<file path="src/rtl/edge_detect_multi_pkg.sv">
// Shared definitions for the multi-channel edge detector.
// Optional feature macro: EDGE_DETECT_STICKY_EN (latched pulse flags).
package edge_detect_pkg;

  localparam logic [1:0] MODE_RISE = 2'b00;
  localparam logic [1:0] MODE_FALL = 2'b01;
  localparam logic [1:0] MODE_BOTH = 2'b10;
  localparam logic [1:0] MODE_OFF  = 2'b11;

  typedef enum logic [3:0] {
    ST_LO     = 4'b0001,
    ST_CHK_HI = 4'b0010,
    ST_HI     = 4'b0100,
    ST_CHK_LO = 4'b1000
  } state_t;

  // Decides whether a committed edge of the given polarity should pulse.
  function automatic logic edge_en(input logic [1:0] mode, input logic is_rise);
    logic en;
    case (mode)
      MODE_RISE: en = is_rise;
      MODE_FALL: en = !is_rise;
      MODE_BOTH: en = 1'b1;
      MODE_OFF:  en = 1'b0;
      default:   en = 1'b0;
    endcase
    return en;
  endfunction

endpackage

</file>
<file path="src/rtl/edge_detect_multi_if.sv">
// Channel bus of the multi-channel edge detector.
// Optional feature macro: EDGE_DETECT_STICKY_EN adds i_clr / o_sticky.
interface edge_detect_multi_if #(
  parameter int CH = 4
);
  logic [CH-1:0]   i_sig;
  logic [2*CH-1:0] i_mode;
  logic [CH-1:0]   o_level;
  logic [CH-1:0]   o_pulse;
`ifdef EDGE_DETECT_STICKY_EN
  logic [CH-1:0]   i_clr;
  logic [CH-1:0]   o_sticky;
`endif

  modport master (
    output i_sig,
    output i_mode,
    input  o_level,
    input  o_pulse
`ifdef EDGE_DETECT_STICKY_EN
    ,
    output i_clr,
    input  o_sticky
`endif
  );

  modport slave (
    input  i_sig,
    input  i_mode,
    output o_level,
    output o_pulse
`ifdef EDGE_DETECT_STICKY_EN
    ,
    input  i_clr,
    output o_sticky
`endif
  );

endinterface

</file>
<file path="src/rtl/edge_detect_multi_ch.sv">
// One edge-detector channel: synchroniser, glitch-filter FSM, output registers.
// Optional feature macro: EDGE_DETECT_STICKY_EN adds the sticky pulse flag.
//
// state     | meaning
// ----------|----------------------------------------------------------
// ST_LO     | stable low committed, waiting for a high sample
// ST_CHK_HI | counting consecutive high samples before committing high
// ST_HI     | stable high committed, waiting for a low sample
// ST_CHK_LO | counting consecutive low samples before committing low
module edge_detect_ch
  import edge_detect_pkg::*;
#(
  parameter int SYNC_STAGES = 2,
  parameter int FILT_LEN    = 3
) (
  input  logic       clk,
  input  logic       rst_n,
  input  logic       i_sig,
  input  logic [1:0] i_mode,
  output logic       o_level,
  output logic       o_pulse
`ifdef EDGE_DETECT_STICKY_EN
  ,
  input  logic       i_clr,
  output logic       o_sticky
`endif
);

  localparam int            CW     = $clog2(FILT_LEN + 1);
  localparam logic [CW-1:0] C_LAST = CW'(FILT_LEN);
  localparam logic [CW-1:0] C_ONE  = CW'(1);

  logic [SYNC_STAGES-1:0] r_sync;
  state_t                 r_state;
  state_t                 w_state_nxt;
  logic [CW-1:0]          r_cnt;
  logic [CW-1:0]          w_cnt_nxt;
  logic [CW-1:0]          w_cnt_inc;
  logic                   w_s;
  logic                   w_commit_rise;
  logic                   w_commit_fall;
  logic                   w_pulse_nxt;
  logic                   r_level;
  logic                   r_pulse;

  assign w_s       = r_sync[SYNC_STAGES-1];
  assign w_cnt_inc = r_cnt + C_ONE;

  // Plain flop chain for the asynchronous input.
  always_ff @(posedge clk or negedge rst_n) begin
    if (!rst_n) r_sync <= '0;
    else        r_sync <= {r_sync[SYNC_STAGES-2:0], i_sig};
  end

  // FSM state and filter counter registers.
  always_ff @(posedge clk or negedge rst_n) begin
    if (!rst_n) begin
      r_state <= ST_LO;
      r_cnt   <= '0;
    end else begin
      r_state <= w_state_nxt;
      r_cnt   <= w_cnt_nxt;
    end
  end

  // Next-state, counter and commit decode.
  always_comb begin
    w_state_nxt   = r_state;
    w_cnt_nxt     = r_cnt;
    w_commit_rise = 1'b0;
    w_commit_fall = 1'b0;
    case (r_state)
      ST_LO: begin
        w_cnt_nxt = '0;
        if (w_s) begin
          if (FILT_LEN == 1) begin
            w_state_nxt   = ST_HI;
            w_commit_rise = 1'b1;
          end else begin
            w_state_nxt = ST_CHK_HI;
            w_cnt_nxt   = C_ONE;
          end
        end
      end
      ST_CHK_HI: begin
        if (!w_s) begin
          w_state_nxt = ST_LO;
          w_cnt_nxt   = '0;
        end else if (w_cnt_inc == C_LAST) begin
          w_state_nxt   = ST_HI;
          w_cnt_nxt     = '0;
          w_commit_rise = 1'b1;
        end else begin
          w_cnt_nxt = w_cnt_inc;
        end
      end
      ST_HI: begin
        w_cnt_nxt = '0;
        if (!w_s) begin
          if (FILT_LEN == 1) begin
            w_state_nxt   = ST_LO;
            w_commit_fall = 1'b1;
          end else begin
            w_state_nxt = ST_CHK_LO;
            w_cnt_nxt   = C_ONE;
          end
        end
      end
      ST_CHK_LO: begin
        if (w_s) begin
          w_state_nxt = ST_HI;
          w_cnt_nxt   = '0;
        end else if (w_cnt_inc == C_LAST) begin
          w_state_nxt   = ST_LO;
          w_cnt_nxt     = '0;
          w_commit_fall = 1'b1;
        end else begin
          w_cnt_nxt = w_cnt_inc;
        end
      end
      default: begin
        w_state_nxt = ST_LO;
        w_cnt_nxt   = '0;
      end
    endcase
  end

  // Mode is looked at only on the commit edge, so changing it never pulses.
  assign w_pulse_nxt = (w_commit_rise && edge_en(i_mode, 1'b1)) ||
                       (w_commit_fall && edge_en(i_mode, 1'b0));

  // Registered level and single-cycle pulse.
  always_ff @(posedge clk or negedge rst_n) begin
    if (!rst_n) begin
      r_level <= 1'b0;
      r_pulse <= 1'b0;
    end else begin
      if (w_commit_rise)      r_level <= 1'b1;
      else if (w_commit_fall) r_level <= 1'b0;
      r_pulse <= w_pulse_nxt;
    end
  end

  assign o_level = r_level;
  assign o_pulse = r_pulse;

`ifdef EDGE_DETECT_STICKY_EN
  logic r_sticky;

  // Sticky flag rises with the pulse; a new pulse beats a simultaneous clear.
  always_ff @(posedge clk or negedge rst_n) begin
    if (!rst_n) r_sticky <= 1'b0;
    else        r_sticky <= w_pulse_nxt || (r_sticky && !i_clr);
  end

  assign o_sticky = r_sticky;
`endif

endmodule

</file>
<file path="src/rtl/edge_detect_multi.sv">
// Multi-channel edge detector top: parameter checks and per-channel instances.
// Optional feature macro: EDGE_DETECT_STICKY_EN (o_sticky / i_clr per channel).
module edge_detect_multi
  import edge_detect_pkg::*;
#(
  parameter int CH          = 4,
  parameter int SYNC_STAGES = 2,
  parameter int FILT_LEN    = 3
) (
  input logic              clk,
  input logic              rst_n,
  edge_detect_multi_if.slave bus
);

  if (CH < 1) begin : g_bad_ch
    $error("edge_detect_multi: CH must be >= 1");
  end
  if (SYNC_STAGES < 2) begin : g_bad_sync
    $error("edge_detect_multi: SYNC_STAGES must be >= 2");
  end
  if (FILT_LEN < 1) begin : g_bad_filt
    $error("edge_detect_multi: FILT_LEN must be >= 1");
  end

  for (genvar g = 0; g < CH; g++) begin : g_ch
    edge_detect_ch #(
      .SYNC_STAGES (SYNC_STAGES),
      .FILT_LEN    (FILT_LEN)
    ) u_ch (
      .clk      (clk),
      .rst_n    (rst_n),
      .i_sig    (bus.i_sig[g]),
      .i_mode   (bus.i_mode[2*g +: 2]),
      .o_level  (bus.o_level[g]),
      .o_pulse  (bus.o_pulse[g])
`ifdef EDGE_DETECT_STICKY_EN
      ,
      .i_clr    (bus.i_clr[g]),
      .o_sticky (bus.o_sticky[g])
`endif
    );
  end

endmodule

</file>
<file path="src/flat_wrapper.sv">
// flat-port wrapper written by rule: the top's interface ports become plain ports
module edge_detect_multi_flat import edge_detect_pkg::*;
#(
  parameter int CH          = 4,
  parameter int SYNC_STAGES = 2,
  parameter int FILT_LEN    = 3
)
  (clk, rst_n, bus_i_sig, bus_i_mode, bus_o_level, bus_o_pulse);
  edge_detect_multi_if #(.CH(CH)) bus_i ();
  input logic clk;
  input logic rst_n;
  input wire logic [$bits(bus_i.i_sig)-1:0] bus_i_sig;
  input wire logic [$bits(bus_i.i_mode)-1:0] bus_i_mode;
  output wire logic [$bits(bus_i.o_level)-1:0] bus_o_level;
  output wire logic [$bits(bus_i.o_pulse)-1:0] bus_o_pulse;
  assign bus_i.i_sig = bus_i_sig;
  assign bus_i.i_mode = bus_i_mode;
  assign bus_o_level = bus_i.o_level;
  assign bus_o_pulse = bus_i.o_pulse;
  edge_detect_multi #(.CH(CH), .SYNC_STAGES(SYNC_STAGES), .FILT_LEN(FILT_LEN)) u_core (.clk(clk), .rst_n(rst_n), .bus(bus_i));
endmodule
</file>
<file path="config.mk">
export PLATFORM = sky130hd
export DESIGN_NAME = edge_detect_multi_flat
export DESIGN_NICKNAME = d
export VERILOG_FILES = /design/src/rtl/edge_detect_multi_pkg.sv /design/src/rtl/edge_detect_multi_if.sv /design/src/rtl/edge_detect_multi_ch.sv /design/src/rtl/edge_detect_multi.sv /design/src/flat_wrapper.sv
export SDC_FILE = /design/constraint.sdc
export NUM_CORES = 1
export LEC_CHECK = 0
export CORE_MARGIN = 2
export CORE_UTILIZATION = 56
export DETAILED_ROUTE_END_ITERATION = 10
export PLACE_DENSITY = 0.79
export REMOVE_ABC_BUFFERS = 1
export SLEW_MARGIN = 30
export SYNTH_ARGS = -nofsm -noshare
export SYNTH_HDL_FRONTEND = slang
export SYNTH_SLANG_ARGS = --single-unit
</file>
<file path="constraint.sdc">
create_clock -name clk -period 1.65 [get_ports clk]
set_input_delay 0.33 -clock clk [delete_from_list [all_inputs] [get_ports clk]]
set_output_delay 0.33 -clock clk [all_outputs]
set_load 0.1 [all_outputs]
</file>
---- Word-level counts from Yosys, hierarchy flattened ----
Cells that the tools add are included.
cells by class
  add/subtract/negate cells ............... 4
  equality and inequality tests ........... 48
  multiplexer cells ....................... 88
  reductions and logical operators ........ 40
operators by type and width
  kind                                                                    count
  4-bit 2-to-1 mux                                                        24
  4-bit case mux with 4 select lines                                      4
  1-bit 2-to-1 mux                                                        36
  2-bit case mux with 4 select lines                                      4
  2-bit OR reduction                                                      16
  2-bit equality test (second input constant)                             12
  2-bit 2-to-1 mux                                                        12
  3-bit inequality test (second input constant)                           8
  4-bit by 1-bit equality test with 1-bit output (second input constant)  4
  4-bit by 2-bit equality test with 1-bit output (second input constant)  4
  4-bit by 3-bit equality test with 1-bit output (second input constant)  4
  4-bit equality test (second input constant)                             4
  2-bit inequality test (second input constant)                           8
  1-bit case mux with 2 select lines                                      8
  4-bit AND reduction                                                     4
  2-bit by 1-bit adder with 2-bit output (second input constant)          4
  2-bit by 1-bit equality test with 1-bit output (second input constant)  4
  1-bit logical AND                                                       8
  2-bit zero test                                                         4
  2-bit nonzero test                                                      4
  1-bit logical OR                                                        4
storage, ports and cells
  bits in registers ....................... 40
  input bits .............................. 14
  output and inout port bits .............. 8
  logic and storage cells ................. 200

---- Logic depth before layout (Yosys ltp) ----
  depth after elaboration ................. 7
  gate-level depth with buffers ........... 5

---- By module ----
Synthesis repeated with hierarchy kept, for this count alone.
second synthesis, totals
  cells, all modules ...................... 214
  area, all modules ....................... 2290.9 um^2
by module, submodules not included
  module                                    instances  cells an instance  area each (um^2)  seq. area each (um^2)
  edge_detect_ch (u_core.g_ch[2].u_ch ...)  2          53                 583.1             251.5
  edge_detect_ch (u_core.g_ch[0].u_ch)      1          55                 578.1             251.5
  edge_detect_ch (u_core.g_ch[1].u_ch)      1          53                 546.8             251.5

---- Least setup slack after synthesis ----
Ideal clock, no wire load.
  path kind ............................... flip-flop to flip-flop
  start ................................... register u_core.g_ch[1].u_ch.r_state[1]
  end ..................................... register u_core.g_ch[1].u_ch.r_pulse
  setup time .............................. 0.074 ns
  arrival time ............................ 1.277 ns
  required time ........................... 1.576 ns
  path slack .............................. 0.300 ns
  cell stages (with the launch flop) ...... 4
  clock period less this slack ............ 1.350 ns
  cell sequence ........................... dfrtp_1 or3_4 or3_1 a21oi_2
on the way
  word-level cells in the longest chain between the ends .. 4
  elaborated cells on any way between the ends .. 7
  those cells by class .................... eq/ne: 2; mux: 2; reduce/logical: 3
RTL lines
  element                                                                                       RTL line                                                  RTL
  from (decl)                                                                                   edge_detect_multi_ch.sv:34                                state_t r_state;
  from (signal assigned)                                                                        edge_detect_multi_ch.sv:61                                r_state <= w_state_nxt;
  4-bit by 2-bit equality test with 1-bit output / 4-bit equality test (equally long branches)  edge_detect_multi_ch.sv:72                                case (r_state)
  1-bit 2-to-1 mux                                                                              edge_detect_multi_ch.sv:72
  1-bit logical AND (on tied branches)                                                          edge_detect_multi_ch.sv:129, edge_detect_multi_ch.sv:130
  1-bit logical OR *                                                                            edge_detect_multi_ch.sv:129                               assign w_pulse_nxt = (w_commit_rise && edge_en(i_mode, 1'b1)) ||
  net u_core.g_ch[1].u_ch.w_pulse_nxt                                                           edge_detect_multi_ch.sv:42                                logic w_pulse_nxt;
  to (signal assigned)                                                                          edge_detect_multi_ch.sv:140                               r_pulse <= w_pulse_nxt;
  to (decl)                                                                                     edge_detect_multi_ch.sv:44                                logic r_pulse;
The timed path passes the listed nets; every way through them passes the cells marked *.
A chain may end at the register's enable or synchronous reset.

---- Final worst setup path ----
  start ................................... input port bus_i_mode[7]
  end ..................................... register u_core.g_ch[3].u_ch.r_pulse
on the way
  word-level cells in the longest chain between the ends .. 5
  elaborated cells on any way between the ends .. 13
  those cells by class .................... eq/ne: 3; mux: 2; reduce/logical: 8
RTL lines
  element                                            RTL line                                                  RTL
  from (decl)                                        flat_wrapper.sv:13                                        input wire logic [$bits(bus_i.i_mode)-1:0] bus_i_mode;
  2-bit equality test, or another cell as far along  edge_detect_multi_pkg.sv:20                               case (mode)
  2-bit OR reduction (no source line)                -
  1-bit case mux with 2 select lines                 edge_detect_multi_pkg.sv:20
  1-bit logical AND (on tied branches)               edge_detect_multi_ch.sv:129, edge_detect_multi_ch.sv:130
  1-bit logical OR *                                 edge_detect_multi_ch.sv:129
  net u_core.g_ch[3].u_ch.w_pulse_nxt                edge_detect_multi_ch.sv:42
  to (signal assigned)                               edge_detect_multi_ch.sv:140
  to (decl)                                          edge_detect_multi_ch.sv:44
Marked as above.

==> flow_summary.ini <==
[sta]
slew_violations = 0
max_freq_mhz = 664
worst_pin_slew_ns = 0.425
timing.final.crit_period_ns = 1.51
timing.final.ws_setup_ns = 0.145
rsz0062_at_grt = no
hold_viol = 0
fin_worst_skew_ns = 0.00424
slew_headroom_pct = 71.7
period_share_pct = 91.2
setup_viol = 0

[status]
status = complete, no violations

[setup_path]
crit_arrival_ns = 1.69
crit_path_top_delay_cell = clkdlybuf4s50_1
endpoint_kind = flip-flop
reg2regPathDepth = 3
cp_max_fo = 2
crit_required_ns = 1.84
cp-start-kind = input pin
reg2reg_from = u_core.g_ch[1].u_ch.r_state[1]
ff2ff_setup_slack_ns = 0.21
path_cells = clkdlybuf4s50_1 > inv_1 > ha_1 > or3_1 > a211oi_1
rr_endpoint = u_core.g_ch[1].u_ch.o_pulse
worstSetupPathType = input pin to flip-flop
critPathMaxStageDelay_ns = 0.48

[finish]
diodes = 0
finalInstanceArea_mm2 = 0.00257
drive_above_1_share_pct = 12.6
finalNonFillerCells = 278
fillers = 283
layout_common_cells = dfrtp_1, nand2b_1, a21oi_1, nor2_1, clkdlybuf4s50_1
syn_to_final_growth_pct = 17.1
layout_commonest_cell = dfrtp_1
fin_nets = 251
finish.utilization_pct = 69.3

[placement]
globalplace.congestion = 0.827
placed_cell_area_mm2 = 0.00246
pre_cts_ws_ns = -0.182
port_buffers = 21
placed_cells = 269
dp_hpwl_um = 2950

[route]
vias_per_cell = 5.78
drtIter0Drc = 128
drc = 0
routedWlPerCell_um = 14.4
drt.antenna.violating_nets = 0
vias = 1607
wl_um = 3990
firstDrtPassIters = 4

[min_path]
worstHoldPathType = flip-flop to flip-flop
holdPathEnd = u_core.g_ch[0].u_ch.r_sync[1]
min_from = u_core.g_ch[0].u_ch.r_sync[0]
hold_depth = 0

[pwr]
power.density_mw_per_mm2 = 929
ir_drop_mv = 0.877
p_leak_nw = 1.05

[floorplanning]
die_height_um = 66.6
coreArea_mm2 = 0.00372
start_util_pct = 59.1
num_rows = 22
ioPinCount = 22
die_w_um = 66.6
die-area_mm2 = 0.00444

[global_route]
grt_pass1_vias = 1616
grt_antenna_before_repair = 0
grt.total_usage_pct = 20.9
grt_max_degree = 24
grt_pass1_wl_um = 7020
grt_overflow = 0

[synthesis]
yosys.area_share.adder_pct = 4.56
synth-compound-area-share_pct = 14.9
synth-simple-area-share_pct = 26.7
synth_warnings = 0
seq_area_frac_synth_pct = 45.8
synth_top_family_by_area = simple AND/OR/NAND/NOR gates
async_flop_share_pct = 100
ys_ff_latch = 40
synthDistinctLibCells = 53
synthCells = 218
synth_edf_count = 0
muxShareOfSynthArea_pct = 0.513
synth_ff_type = dfrtp_1
synth_xor_area_share_pct = 1.20
synth.avg_cell_area_um2 = 10.1
syn_area_mm2 = 0.00220

[job]
maxCapViolCount = 0

[clock_tree]
clock-sinks = 40
root_buffer = clkbuf_8
clkLatencyLatePin_ns = 0.28
cts_setup_buffers = 0
cts_tree = yes
path_clk_slew_ns = 0.07
cts_inserted_buffers = 5
htree_levels = 2
clk_path_buf_depth = 2
## per-layer routing
layer | vias to the layer above | GRT usage (%) | share of wire, %
li1 | 800 | - | -
met1 | 775 | 27.5 | 46
met2 | 28 | 34.4 | 49
met3 | 4 | 5.07 | 3.4
met4 | 0 | 6.12 | 0.95
met5 | - | 0 | 0
## critical path: cells and delay by family
family / cells / cell delay (ns)
simple gates: 1 / 0.34
buf+inv: 2 / 0.53
fa+ha+maj: 1 / 0.27
compound gates: 1 / 0.22
## report_power, final
group          switching, mW  internal [mW]  total (mW)
clock                  0.311          0.448       0.760
combinational          0.198          0.216       0.414
sequential             0.139           1.08        1.22
## through the flow
stage | total power, mW | setup TNS, ns | hold slack [ns]
floorplan | 1.49 | 0 | 0.0344
global placement | 1.61 | -0.0768 | 0.279
detailed placement | 1.65 | -0.250 | 0.291
CTS | 2.41 | 0 | 0.355
global route | 2.54 | 0 | 0.370
finish | 2.39 | 0 | 0.351
## worst max-delay path by stage
stage / start / to / depth (start not counted)
6_report: bus_i_mode[7] / u_core.g_ch[3].u_ch.o_pulse / 5
5_1_grt: bus_i_mode[7] / u_core.g_ch[3].u_ch.o_pulse / 5
4_1_cts: bus_i_mode[7] / u_core.g_ch[3].u_ch.o_pulse / 5
3_5_place_dp: bus_i_mode[7] / u_core.g_ch[3].u_ch.o_pulse / 5
3_3_place_gp: bus_i_mode[7] / u_core.g_ch[3].u_ch.o_pulse / 5
2_1_floorplan: u_core.g_ch[1].u_ch.r_state[1] / u_core.g_ch[1].u_ch.o_pulse / 3
## registers in the layout, indices dropped and copies added (netlist names)
register,flops
u_core.g_ch.u_ch.o_pulse,4
u_core.g_ch.u_ch.r_cnt,8
u_core.g_ch.u_ch.r_state,16
u_core.g_ch.u_ch.o_level,4
u_core.g_ch.u_ch.r_sync,8
## repair_timing
item                      in CTS  in global routing
hold buffers                   1                  0
hold endpoints to repair      16                  0
gates resized for setup        0                  0
## cell usage after synthesis (2+ instances only)
cell,number,area share [%]
o211ai_1,4,1.4
nor2b_1,7,2.0
nand4_1,2,0.57
o21a_1,2,0.68
dfstp_2,4,4.8
a2111oi_0,2,0.80
clkbuf_1,5,0.85
o32ai_1,4,1.6
a211oi_1,2,0.68
nand3b_1,4,1.4
nor3b_1,10,3.4
dfrtp_1,36,41
buf_2,7,1.6
o21ai_1,4,0.91
o32a_1,2,0.91
nor2_1,14,2.4
inv_1,7,1.2
nor3_1,2,0.46
nand4b_1,2,0.80
nand2b_1,21,6.0
or3_1,6,1.7
xnor2_1,2,0.80
ha_1,8,4.6
nor4b_1,2,0.80
and3b_1,4,1.6
a21oi_1,14,3.2
o21ai_0,5,1.1
buf_4,8,2.7
nand2_1,4,0.68
## cell families after synthesis
| kind of cell | Yosys count |
|---|---|
| AND/OR/NAND/NOR | 91 |
| AO/OA/AOI/OAI | 48 |
| flip-flops | 40 |
| buffers and inverters | 27 |
| adder cells (fa/ha/maj) | 8 |
| XOR/XNOR | 3 |
| multiplexers | 1 |
## cell type report
class / instances / area, um^2 / share of cell area (%)
clock buffer: 6 / 72.6 / 2.82
clock inverter: 2 / 35.0 / 1.36
timing repair buffer: 24 / 323 / 12.5
inverter: 7 / 26.3 / 1.02
sequential: 40 / 1010 / 39.1
multi-input combinational: 151 / 1050 / 40.8
tap: 48 / 60.1 / 2.33
(Power assumes the default switching activity.)
==> patch, RTL diff (same flow settings) <==
`FILT_LEN` is set to 3 in 3 places; all go to 6.
--- a/src/rtl/edge_detect_multi_ch.sv
+++ b/src/rtl/edge_detect_multi_ch.sv
@@ -11,7 +11,7 @@
   import edge_detect_pkg::*;
 #(
   parameter int SYNC_STAGES = 2,
-  parameter int FILT_LEN    = 3
+  parameter int FILT_LEN    = 6
 ) (
   input  logic       clk,
   input  logic       rst_n,
--- a/src/rtl/edge_detect_multi.sv
+++ b/src/rtl/edge_detect_multi.sv
@@ -5,7 +5,7 @@
 #(
   parameter int CH          = 4,
   parameter int SYNC_STAGES = 2,
-  parameter int FILT_LEN    = 3
+  parameter int FILT_LEN    = 6
 ) (
   input logic              clk,
   input logic              rst_n,
--- a/src/flat_wrapper.sv
+++ b/src/flat_wrapper.sv
@@ -3,7 +3,7 @@
 #(
   parameter int CH          = 4,
   parameter int SYNC_STAGES = 2,
-  parameter int FILT_LEN    = 3
+  parameter int FILT_LEN    = 6
 )
   (clk, rst_n, bus_i_sig, bus_i_mode, bus_o_level, bus_o_pulse);
   edge_detect_multi_if #(.CH(CH)) bus_i ();
Behaviour: not the same (a bounded check fails within 10 cycles, from zero or initial values and one cycle with rst_n low).
==> patch against the original RTL <==
  * Design area grew 8.9%
  * Worst hold slack got worse by 6.6 ps
  * Via count up 11%
  * Total power shrank 6.0%
  * Routed wire length increased by 3.7%
  * Setup slack got worse by 44 ps
  * Synthesized area increased by 8.9%
  * Sequential cell count up 4
  * Critical path depth unchanged
  * Critical path type is now reg2reg
  * Highest routed layer unchanged
==> patch: results <==
set metrics [dict create \
    status "complete, no violations" \
    fin_crit_sh_pct 93.89 \
    power.leakage_uw 0.001186 \
    regToRegStartpoint "u_core.g_ch[2].u_ch.r_cnt[0]" \
    ys_seq_area_share_pct 46.21 \
    yosysUniqueCellTypes 43 \
    first_global_vias 1692 \
    place_inst 303 \
    instances_no_fill 312 \
    crit_path_max_fanout 3 \
    rrSetupSlack_ps 100 \
    hold_end "u_core.g_ch[2].u_ch.r_sync[1]" \
    slew_headroom_pct 75.11 \
    via_per_inst 5.699 \
    nNetsFinal 291 \
    r2r-end "u_core.g_ch[2].u_ch.r_state[0]" \
    grt_pass1_wl_mm 7.231 \
    drt-total-wl_mm 4.141 \
    synth.area.top_cells "dfrtp_1 42%, ha_1 8.4%, nor3b_1 5.3%" \
    drive_gt1_share_pct 10.31 \
    track_usage_pct 18.21 \
    synthCells 243 \
    hpwl_mm 3.011 \
    holdWs_ps 344.6 \
    ff2ff_path_depth 5 \
    peakVddDrop_v 0.0006298 \
]
-- patch: cell types whose count changed after synthesis, sizes merged, moves of 5 or more --
cell    before  now
and3b        5    0
buf         15    9
ha           8   16
inv          7   15
nand2        4   10
nand2b      22    8
nor3b       10   17
-- patch: repair_timing --
| action | CTS | global route |
|---|---|---|
| gates resized for setup | 1 | 2 |
| setup buffers | 0 | 0 |
| setup endpoints to repair | 1 | 2 |
| hold buffers | 1 | 0 |
| gates cloned | 0 | 0 |
| hold endpoints to repair | 10 | 0 |
-- patch: kinds of logic after synthesis --
group                    after synthesis  share of synthesized area [%]
AO/OA/AOI/OAI                         54                          14.74
XOR/XNOR                               7                          2.561
adder cells (fa/ha/maj)               16                          8.364
buffers and inverters                 32                          6.325
flip-flops                            44                          46.21
AND/OR/NAND/NOR                       90                          21.80
-- patch: worst max-delay path, cell delays in order (launching register included) --
cell and delay [ps]:
dfrtp_1 410, ha_1 210, xor2_1 220, a21oi_1 120, a22o_1 240, a211oi_1 260
-- patch: layout make-up --
type | count | area (um2)
Clock buffer | 7 | 76.32
Clock inverter | 1 | 5.005
Fill cell | 312 | 1254
Inverter | 15 | 56.30
Multi-Input combinational cell | 167 | 1145
Sequential cell | 44 | 1106
Tap cell | 50 | 62.56
Timing Repair Buffer | 28 | 352.8
-- patch: where the power goes --
| group | switching (uW) | internal (uW) |
|---|---|---|
| clock network | 347 | 297 |
| registers | 108 | 1160 |
| logic | 168 | 170 |
| total | 624 | 1630 |
-- patch: worst max-delay path by stage --
stage | start | to | slack [ps] | cells after the start
detailed placement | u_core.g_ch[1].u_ch.r_cnt[0] | u_core.g_ch[1].u_ch.r_state[3] | 5 | 5
global placement | bus_i_mode[7] | u_core.g_ch[3].u_ch.o_pulse | 140 | 5
global route | u_core.g_ch[1].u_ch.r_cnt[0] | u_core.g_ch[1].u_ch.r_state[3] | -3 | 5
floorplan | u_core.g_ch[1].u_ch.r_cnt[0] | u_core.g_ch[1].u_ch.r_state[3] | 200 | 5
CTS | u_core.g_ch[1].u_ch.r_cnt[0] | u_core.g_ch[1].u_ch.r_state[3] | 50 | 5
finish | u_core.g_ch[2].u_ch.r_cnt[0] | u_core.g_ch[2].u_ch.r_state[0] | 100 | 5
-- patch: through the flow --
stage                     worst slack (ps)  setup TNS (ps)  area, um2  util, %
after CTS                            45.01               0       2796    68.92
after detailed placement             5.388               0       2704    66.64
after global placement               143.1               0       2704    66.64
after global routing                -2.989          -2.989       2804    69.10
after floorplan                      204.8               0       2298        -
final                                100.8               0       2804    69.10
-- patch: routing by layer --
metal | part of all wire (%) | vias to the layer above | track usage (%)
li1 | - | 890 | -
met1 | 47 | 844 | 23.50
met2 | 49 | 39 | 30.66
met3 | 3.0 | 5 | 3.198
met4 | 1.1 | 0 | 6.754
met5 | 0 | - | 0
